[config.mk]
export PLATFORM = sky130hd
export DESIGN_NAME = tanh_inverse_search
export DESIGN_NICKNAME = d
export VERILOG_FILES = /design/src/rtl/tanh_inverse_search_pkg.sv /design/src/rtl/tanh_inverse_search_rom.sv /design/src/rtl/tanh_inverse_search.sv
export SDC_FILE = /design/constraint.sdc
export NUM_CORES = 1
export LEC_CHECK = 0
export ABC_AREA = 1
export BUFFER_PORTS_ARGS = -buffer_cell sky130_fd_sc_hd__buf_2
export CAP_MARGIN = 20
export CORE_ASPECT_RATIO = 2
export CORE_UTILIZATION = 65
export CTS_CLUSTER_SIZE = 30
export DETAILED_ROUTE_END_ITERATION = 10
export GPL_ROUTABILITY_DRIVEN = 0
export PLACE_DENSITY = 0.88
export SLEW_MARGIN = 5
export SYNTH_ARGS = -nofsm -noshare
export SYNTH_HDL_FRONTEND = slang
export SYNTH_SLANG_ARGS = --single-unit
[constraint.sdc]
create_clock -name clk -period 10.1 [get_ports clk]
set_input_delay 2.02 -clock clk [delete_from_list [all_inputs] [get_ports clk]]
set_output_delay 2.02 -clock clk [all_outputs]
set_load 0.02 [all_outputs]
[src/rtl/tanh_inverse_search_pkg.sv]
// Shared activation formats, tanh ROM geometry and inverse-search FSM encoding.
package tanh_inverse_search_pkg;

    localparam int Q35_FRAC   = 5;
    localparam int Q35_W      = 3 + Q35_FRAC;
    localparam int Q07_FRAC   = 7;
    localparam int Q07_W      = 1 + Q07_FRAC;

    localparam int ROM_DEPTH  = 256;
    localparam int IDX_W      = $clog2(ROM_DEPTH);
    localparam int ROM_OFFSET = 128;

    typedef enum logic [1:0] {
        IDLE   = 2'd0,
        SEARCH = 2'd1,
        DONE   = 2'd2
    } state_t;

endpackage

[src/rtl/tanh_inverse_search_rom.sv]
// Combinational tanh ROM: Q3.5 code (offset index) in, saturated Q0.7 tanh out.
module tanh_q35_q07_rom
    import tanh_inverse_search_pkg::*;
(
    input  logic [IDX_W-1:0]        idx,
    output logic signed [Q07_W-1:0] t
);

    logic signed [IDX_W:0] c;
    logic [IDX_W-1:0]      a;
    logic [Q07_W-1:0]      mag;

    // tanh is odd, so only |c| is tabulated; the tail saturates to 127 on the
    // positive side but reaches -128 on the negative side from |c| = 100.
    always_comb begin
        c   = $signed({1'b0, idx}) - $signed((IDX_W+1)'(ROM_OFFSET));
        a   = c[IDX_W] ? IDX_W'(-c) : c[IDX_W-1:0];
        mag = 8'd0;
        case (a)
            8'd0:  mag = 8'd0;    8'd1:  mag = 8'd4;    8'd2:  mag = 8'd8;
            8'd3:  mag = 8'd12;   8'd4:  mag = 8'd16;   8'd5:  mag = 8'd20;
            8'd6:  mag = 8'd24;   8'd7:  mag = 8'd28;   8'd8:  mag = 8'd31;
            8'd9:  mag = 8'd35;   8'd10: mag = 8'd39;   8'd11: mag = 8'd42;
            8'd12: mag = 8'd46;   8'd13: mag = 8'd49;   8'd14: mag = 8'd53;
            8'd15: mag = 8'd56;   8'd16: mag = 8'd59;   8'd17: mag = 8'd62;
            8'd18: mag = 8'd65;   8'd19: mag = 8'd68;   8'd20: mag = 8'd71;
            8'd21: mag = 8'd74;   8'd22: mag = 8'd76;   8'd23: mag = 8'd79;
            8'd24: mag = 8'd81;   8'd25: mag = 8'd84;   8'd26: mag = 8'd86;
            8'd27: mag = 8'd88;   8'd28: mag = 8'd90;   8'd29: mag = 8'd92;
            8'd30: mag = 8'd94;   8'd31: mag = 8'd96;   8'd32: mag = 8'd97;
            8'd33: mag = 8'd99;   8'd34: mag = 8'd101;  8'd35: mag = 8'd102;
            8'd36: mag = 8'd104;  8'd37: mag = 8'd105;  8'd38: mag = 8'd106;
            8'd39: mag = 8'd107;  8'd40: mag = 8'd109;  8'd41: mag = 8'd110;
            8'd42: mag = 8'd111;  8'd43: mag = 8'd112;
            8'd44, 8'd45:                             mag = 8'd113;
            8'd46: mag = 8'd114;  8'd47: mag = 8'd115;  8'd48: mag = 8'd116;
            8'd49, 8'd50:                             mag = 8'd117;
            8'd51, 8'd52:                             mag = 8'd118;
            8'd53:                                    mag = 8'd119;
            8'd54, 8'd55, 8'd56:                      mag = 8'd120;
            8'd57, 8'd58:                             mag = 8'd121;
            8'd59, 8'd60, 8'd61:                      mag = 8'd122;
            8'd62, 8'd63, 8'd64:                      mag = 8'd123;
            8'd65, 8'd66, 8'd67, 8'd68:               mag = 8'd124;
            8'd69, 8'd70, 8'd71, 8'd72, 8'd73:        mag = 8'd125;
            8'd74, 8'd75, 8'd76, 8'd77, 8'd78,
            8'd79, 8'd80, 8'd81, 8'd82:               mag = 8'd126;
            default: mag = (c[IDX_W] && a >= 8'd100) ? 8'd128 : 8'd127;
        endcase
        t = c[IDX_W] ? $signed(8'd0 - mag) : $signed(mag);
    end

endmodule

[src/rtl/tanh_inverse_search.sv]
// Sequential tanh inverse: lower-bound binary search of a Q0.7 activation over the tanh ROM.
module tanh_inverse_search
    import tanh_inverse_search_pkg::*;
#(
    parameter int W = 8
) (
    input  logic         clk,
    input  logic         reset,
    input  logic [W-1:0] y_in,
    input  logic         in_valid,
    output logic         in_ready,
    output logic [W-1:0] x_out,
    output logic         out_valid,
    input  logic         out_ready,
    output state_t       state_dbg
);

    // Handshake: a transfer happens on any rising edge where valid and ready
    // are both high; valid never waits on ready, and ready/valid are registered.
    localparam int STEPS = W;
    localparam int CNT_W = $clog2(STEPS);

    state_t                  state;
    logic signed [W-1:0]     y_q;
    logic [IDX_W-1:0]        lo, hi, mid, lo_nxt, hi_nxt;
    logic [IDX_W:0]          sum;
    logic [CNT_W-1:0]        cnt;
    logic signed [Q07_W-1:0] t_mid;

    assign state_dbg = state;
    assign sum       = {1'b0, lo} + {1'b0, hi};
    assign mid       = sum[IDX_W:1];

    tanh_q35_q07_rom u_rom (
        .idx (mid),
        .t   (t_mid)
    );

    // Keep hi on a candidate with T >= y so lo converges on the lower bound.
    always_comb begin
        lo_nxt = lo;
        hi_nxt = hi;
        if (t_mid >= y_q) hi_nxt = mid;
        else              lo_nxt = mid + IDX_W'(1);
    end

    always_ff @(posedge clk) begin
        if (reset) begin
            state     <= IDLE;
            in_ready  <= 1'b1;
            out_valid <= 1'b0;
            x_out     <= '0;
            y_q       <= '0;
            lo        <= '0;
            hi        <= '1;
            cnt       <= '0;
        end else begin
            case (state)
                IDLE: begin
                    if (in_valid) begin
                        y_q      <= y_in;
                        lo       <= '0;
                        hi       <= '1;
                        cnt      <= '0;
                        in_ready <= 1'b0;
                        state    <= SEARCH;
                    end
                end
                SEARCH: begin
                    lo  <= lo_nxt;
                    hi  <= hi_nxt;
                    cnt <= cnt + CNT_W'(1);
                    if (cnt == CNT_W'(STEPS - 1)) begin
                        x_out     <= W'(lo_nxt - IDX_W'(ROM_OFFSET));
                        out_valid <= 1'b1;
                        state     <= DONE;
                    end
                end
                DONE: begin
                    if (out_ready) begin
                        out_valid <= 1'b0;
                        in_ready  <= 1'b1;
                        state     <= IDLE;
                    end
                end
                default: begin
                    in_ready  <= 1'b1;
                    out_valid <= 1'b0;
                    state     <= IDLE;
                end
            endcase
        end
    end

endmodule

* Yosys cells after proc, flatten, opt, wreduce, memory -nomap -nowiden *
Cells that the tools add are included.

operators by class
  order comparisons = 2
  bitwise gates (word level) = 2
  add/subtract/negate cells = 7
  equality and inequality tests = 89
  multiplexer cells = 22
  reduce and logical (&&, ||, !) cells = 21

operator list
  cell                                                                                  number
  8-bit case mux with 58 select lines                                                   1
  8-bit by 6-bit == test with 1-bit output (second input constant)                      32
  8-bit by 7-bit == test with 1-bit output (second input constant)                      19
  8-bit by 5-bit == test with 1-bit output (second input constant)                      16
  8-bit by 4-bit == test with 1-bit output (second input constant)                      8
  8-bit 2-to-1 mux                                                                      7
  8-bit by 3-bit == test with 1-bit output (second input constant)                      4
  8-bit case mux with 2 select lines                                                    2
  8-bit by 2-bit == test with 1-bit output (second input constant)                      2
  3-bit AND reduction                                                                   4
  8-bit by 8-bit adder with 9-bit output                                                1
  3-bit OR reduction                                                                    3
  9-bit OR reduction                                                                    1
  8-bit by 8-bit subtractor with 9-bit output (second input constant)                   1
  8-bit by 1-bit adder with 8-bit output (second input constant)                        1
  8-bit by 1-bit == test with 1-bit output (second input constant)                      1
  8-bit by 7-bit greater-or-equal comparator with 1-bit output (second input constant)  1
  8-bit greater-or-equal comparator                                                     1
  8-bit zero test                                                                       1
  2-bit != test (second input constant)                                                 4
  8-bit negator                                                                         1
  2-bit OR reduction                                                                    4
  1-bit by 8-bit subtractor with 8-bit output (first input constant)                    1
  8-bit subtractor (second input constant)                                              1
  other kinds (17)                                                                      26

word-level totals
  output and inout bits = 12
  register bits = 39
  word-level logic and storage cells = 151
  input port bits = 12

* Logic depth before layout (Yosys ltp) *
  word-level depth = 13
  mapped depth = 44
  gate-level depth less buffers = 43

* Hierarchy *
A second synthesis with hierarchy kept.

second synthesis, totals
  cell total of the unflattened synthesis = 622
  area, all modules = 3627.2 µm²

by module, submodules not included
  module               instances  sequential area each (µm²)  cells an instance  area an instance (µm²)
  tanh_inverse_search  1          780.7                       326                2240.9
  tanh_q35_q07_rom     1          0.0                         296                1386.3

* Least setup slack after synthesis *
No wires, ideal clock.

  kind = reg2reg
  from = register lo[0]
  to = register x_out[6]
  stages on the path, launching flop included = 39
  data required time = 9986 ps
  arrival = 5099 ps
  path slack = 4887 ps
  library setup time = 114 ps
  path through = dfxtp_1 -> nand2_1 -> inv_1 -> fa_1 -> clkinv_1 -> ha_1 -> inv_1 -> nand3_1 -> nand2_1 -> nand2_4 -> nor2_4 -> inv_2 -> nor2_1 -> nand3_1 -> nand2_1 -> nor2_2 -> nand3_2 -> nor2_1 -> (+3 left out) -> nor3_1 -> ha_1 -> nand4_2 -> nand2_2 -> nand2_1 -> nand2_1 -> nand2_1 -> ha_1 -> nand2_1 -> nor2_1 -> nand2_1 -> o211ai_1 -> or2_2 -> nand3_1 -> clkbuf_1 -> o21ai_0 -> o21bai_1 -> inv_1

on the way
  cells in the longest elaborated chain, start to end = 13
  elaborated cells between the ends (all ways) = 107
  classes of those cells = 6 x add/sub; 2 x order compare; 82 x eq/ne; 5 x mux; 12 x reduce/logical

RTL lines
  element                                                       line                           RTL
  start, declared                                               tanh_inverse_search.sv:25      logic [IDX_W-1:0] lo, hi, mid, lo_nxt, hi_nxt;
  start signal, assigned                                        tanh_inverse_search.sv:70      lo <= lo_nxt;
  8-bit by 8-bit adder with 9-bit output                        tanh_inverse_search.sv:31      assign sum = {1'b0, lo} + {1'b0, hi};
  8-bit by 8-bit subtractor with 9-bit output                   tanh_inverse_search_rom.sv:16  c = $signed({1'b0, idx}) - $signed((IDX_W+1)'(ROM_OFFSET));
  8-bit negator                                                 tanh_inverse_search_rom.sv:17  a = c[IDX_W] ? IDX_W'(-c) : c[IDX_W-1:0];
  8-bit 2-to-1 mux                                              tanh_inverse_search_rom.sv:17
  8-bit by 7-bit greater-or-equal comparator with 1-bit output  tanh_inverse_search_rom.sv:48  default: mag = (c[IDX_W] && a >= 8'd100) ? 8'd128 : 8'd127;
  1-bit logical AND                                             tanh_inverse_search_rom.sv:48
  8-bit 2-to-1 mux                                              tanh_inverse_search_rom.sv:48
  8-bit case mux with 58 select lines                           tanh_inverse_search_rom.sv:19  case (a)
  1-bit by 8-bit subtractor with 8-bit output                   tanh_inverse_search_rom.sv:50  t = c[IDX_W] ? $signed(8'd0 - mag) : $signed(mag);
  8-bit 2-to-1 mux                                              tanh_inverse_search_rom.sv:50
  8-bit greater-or-equal comparator                             tanh_inverse_search.sv:43      if (t_mid >= y_q) hi_nxt = mid;
  8-bit 2-to-1 mux *                                            tanh_inverse_search.sv:43
  8-bit subtractor *                                            tanh_inverse_search.sv:74      x_out <= W'(lo_nxt - IDX_W'(ROM_OFFSET));
  end signal, assigned                                          tanh_inverse_search.sv:74
  end, declared                                                 tanh_inverse_search.sv:12      output logic [W-1:0] x_out,

Mark *: on every way between the ends. The rest lies on a longest branch, timed or not.
A chain may end at the register's enable or synchronous reset.

* Worst setup path in the final report *
  from = register lo[0]
  to = register lo[4]

on the way
  cells in the longest elaborated chain, start to end = 13
  elaborated cells between the ends (all ways) = 107
  classes of those cells = 5 x add/sub; 2 x order compare; 82 x eq/ne; 6 x mux; 12 x reduce/logical

RTL lines
  element                                                       line                           RTL
  8-bit by 8-bit adder with 9-bit output *                      tanh_inverse_search.sv:31
  8-bit by 8-bit subtractor with 9-bit output                   tanh_inverse_search_rom.sv:16
  8-bit negator                                                 tanh_inverse_search_rom.sv:17
  8-bit 2-to-1 mux                                              tanh_inverse_search_rom.sv:17
  8-bit by 7-bit greater-or-equal comparator with 1-bit output  tanh_inverse_search_rom.sv:48
  1-bit logical AND                                             tanh_inverse_search_rom.sv:48
  8-bit 2-to-1 mux                                              tanh_inverse_search_rom.sv:48
  8-bit case mux with 58 select lines                           tanh_inverse_search_rom.sv:19
  1-bit by 8-bit subtractor with 8-bit output                   tanh_inverse_search_rom.sv:50
  8-bit 2-to-1 mux                                              tanh_inverse_search_rom.sv:50
  8-bit greater-or-equal comparator                             tanh_inverse_search.sv:43
  8-bit 2-to-1 mux *                                            tanh_inverse_search.sv:43
  8-bit case mux with 2 select lines *                          tanh_inverse_search.sv:58      case (state)

Marked as above.

==> summary.txt <==
Worst setup path
  • Setup CP Type: flop to flop
  • CP max FO: 15
  • CP Data Required Time: 10.33 ns
  • Data arrival, critical path: 7.03 ns
  • Cell family with most CP delay: simple AND/OR/NAND/NOR gates
  • Setup crit end kind: flop
  • Worst path bufs/invs: 5
  • Worst Setup Start Kind: flop
  • Critical Path Max Stage Delay: 0.68 ns
  • Worst path slowest cell: fa_1
  • Most common cell on crit path: nand2_1

Global routing
  • Grt total ovfl: 0
  • Total track usage: 0.449
  • Largest net degree at the start of global routing: 27
  • Antenna violations before repair: 0
  • Vias in the first global route: between 3000 and 4000
  • First-pass GRT wire length: 19.0 mm

Route
  • Drt pass-1 iters: 5
  • WL final: 10.3 mm
  • Vias post-DR: 3931
  • Number of routed nets with antenna violations: 0
  • DRC Markers: 0
  • Vias per cell: 5.97
  • WL/cell: 15.7 µm
  • Initial DRC Count: 215

Clock network
  • Htree depth: 2
  • CTS buffer count: 5
  • CTS Buffer Depth: 2
  • CTS tree: done
  • CTS hold repair buffers: 0
  • Root Buffer: clkbuf_8
  • CTS resizes: 0
  • Worst-path clk slew: about 0.070 ns
  • Later-pin clock latency in the skew report: approximately 0.30 ns
  • Clock sinks: 39
  • Post-CTS Setup Inserts: 0

Layout
  • Fin nets: approximately 630
  • Number of fillers in the final layout: 449
  • Area growth syn-to-layout: 6.62%
  • Diode count: 0
  • Share of cells above drive strength 1: 0.170

Die
  • Rows: 37
  • Core area: roughly 5200 µm²
  • Die Area: 5810 µm²
  • Chip height: 107 µm
  • Die Wd: 54.4 µm
  • Initial Util: 0.683
  • I/O Pins: 24

Yosys
  • Mean Syn Cell Area: a little over 6 µm²
  • Simple-gate portion of the synthesized area: 0.422
  • Cells after Synth: roughly 580
  • Cell Area, Synth: 3570 µm²
  • Compound-gate portion of the synthesized area: 0.167
  • Warnings from Yosys: 0
  • Synth async-reset ratio: 0
  • Synth Area in Adders: 0.0757
  • Synth Area in XOR/XNOR: 0.0172
  • Post-synthesis mux area share: 0
  • #FFs+latches synth: 39
  • Distinct cell type count after synthesis: 40
  • Main synth FF type: dfxtp_1
  • Largest family of logic cells by synthesized area: simple AND/OR/NAND/NOR gates
  • Seq/Total Area, Yosys: 0.219
  • Post-synth EDFFs: 0
  • Mapped Nets: around 610

STA
  • Final Hold Vio Count: 0
  • Max transition margin: 0.449
  • RSZ-0062 raised after global routing: no
  • Final setup fails: 0
  • Worst slew pin tran: 0.813 ns
  • Max Slew Vio Count: 0
  • Post-layout min period: 6.80 ns
  • Fmax: 147 MHz
  • Part of the cycle the worst path needs: 0.673
  • Worst Skew: 0.00404 ns
  • Setup TNS: 0 ns

Hold path
  • Worst min path class: flop to flop

Placed design
  • IO Port Bufs: 23
  • DPL Wire Length: roughly 7.8 mm

Outcome
  • Status: complete, no violations

Flow run
  • Max-Cap Viols: 0
[cell usage in the layout, fill, tap and decap left out, drive strengths merged]
cell type,synthesis,final
a21oi,39,39
o311ai,1,1
o21a,1,1
xnor2,1,1
dfxtp,39,39
clkbuf,8,6
nor2,59,59
and3,1,1
clkinv,3,4
or2,3,3
nor4,2,2
o211ai,5,5
o22ai,8,8
fa,1,1
o21ai,46,46
nor3,10,10
bufinv,0,1
inv,71,71
o21bai,5,5
nand4,10,10
nand3b,3,3
o31ai,2,2
xor2,6,6
buf,5,24
nand3,57,57
nand2,175,175
ha,20,20
[cells by family (layout without fill, tap and decap cells)]
kind of cell,after synthesis,after routing
AO/OA/AOI/OAI,107,107
adder cells (fa/ha/maj),21,21
buffers and inverters,87,106
flip-flops,39,39
XOR/XNOR,7,7
AND/OR/NAND/NOR,320,320
[per-stage QoR]
step                setup WS [ns]  area [µm²]  hold slack [ns]  instances  utilization
floorplan                    4.89        3570            0.433        581            -
global placement             3.81        3690            0.451        650        0.706
detailed placement           3.59        3690            0.463        650        0.706
CTS                          3.49        3810            0.475        658        0.728
global route                 2.58        3810            0.491        658        0.728
finish                       3.30        3810            0.472        658        0.728
[Yosys cell counts, types with 8 or more instances]
cell type	n	area, µm²
inv_2	18	67.6
a21oi_1	37	185
inv_1	53	199
nand2_2	15	93.8
nand3_1	46	230
nand4_1	9	56.3
o21ai_1	8	40.0
nor2_2	11	68.8
ha_1	20	250
clkbuf_1	8	30.0
o22ai_1	8	50.1
nand3_2	11	110
dfxtp_1	39	781
nand2_1	157	589
nor3_1	8	40.0
o21ai_0	36	180
nor2_1	47	176
[tightest hold or removal path: stages (launching register included)]
cell     delay [ns]
dfxtp_1        0.30
inv_1          0.07
a21oi_1        0.06
[routing by layer]
metal | GRT usage | wire length, µm
met3 | 0.254 | 655
met4 | 0.319 | 619
met2 | 0.662 | 5420
met5 | 0.0333 | 0
met1 | 0.450 | 3610
[area by class of cell]
cell class                      count  area [µm²]  share of cell area
Multi-Input combinational cell    455        2440               0.640
Sequential cell                    39         781               0.205
Inverter                           74         278              0.0729
Timing Repair Buffer               24         123              0.0322
Clock buffer                        6        82.6              0.0217
Tap cell                           58        72.6              0.0191
Clock inverter                      2        35.0             0.00920
[worst paths after layout]
check             startpoint  endpoint  slack [ns]  cells past startpoint
hold reg to reg       y_q[5]    y_q[5]        0.47                      2
setup / recovery       lo[0]     lo[4]        3.30                     36
setup reg to reg       lo[0]     lo[4]        3.30                     36
hold / removal        y_q[5]    y_q[5]        0.47                      2
[registers in the layout, indices dropped and copies added (netlist names)]
signal / cells
x_out: 8
cnt: 3
in_ready: 1
out_valid: 1
y_q: 8
lo: 8
state_dbg: 2
hi: 8
Power is not shown: default switching activity piles up to over one toggle a cycle in this logic, so the estimate is an artifact.
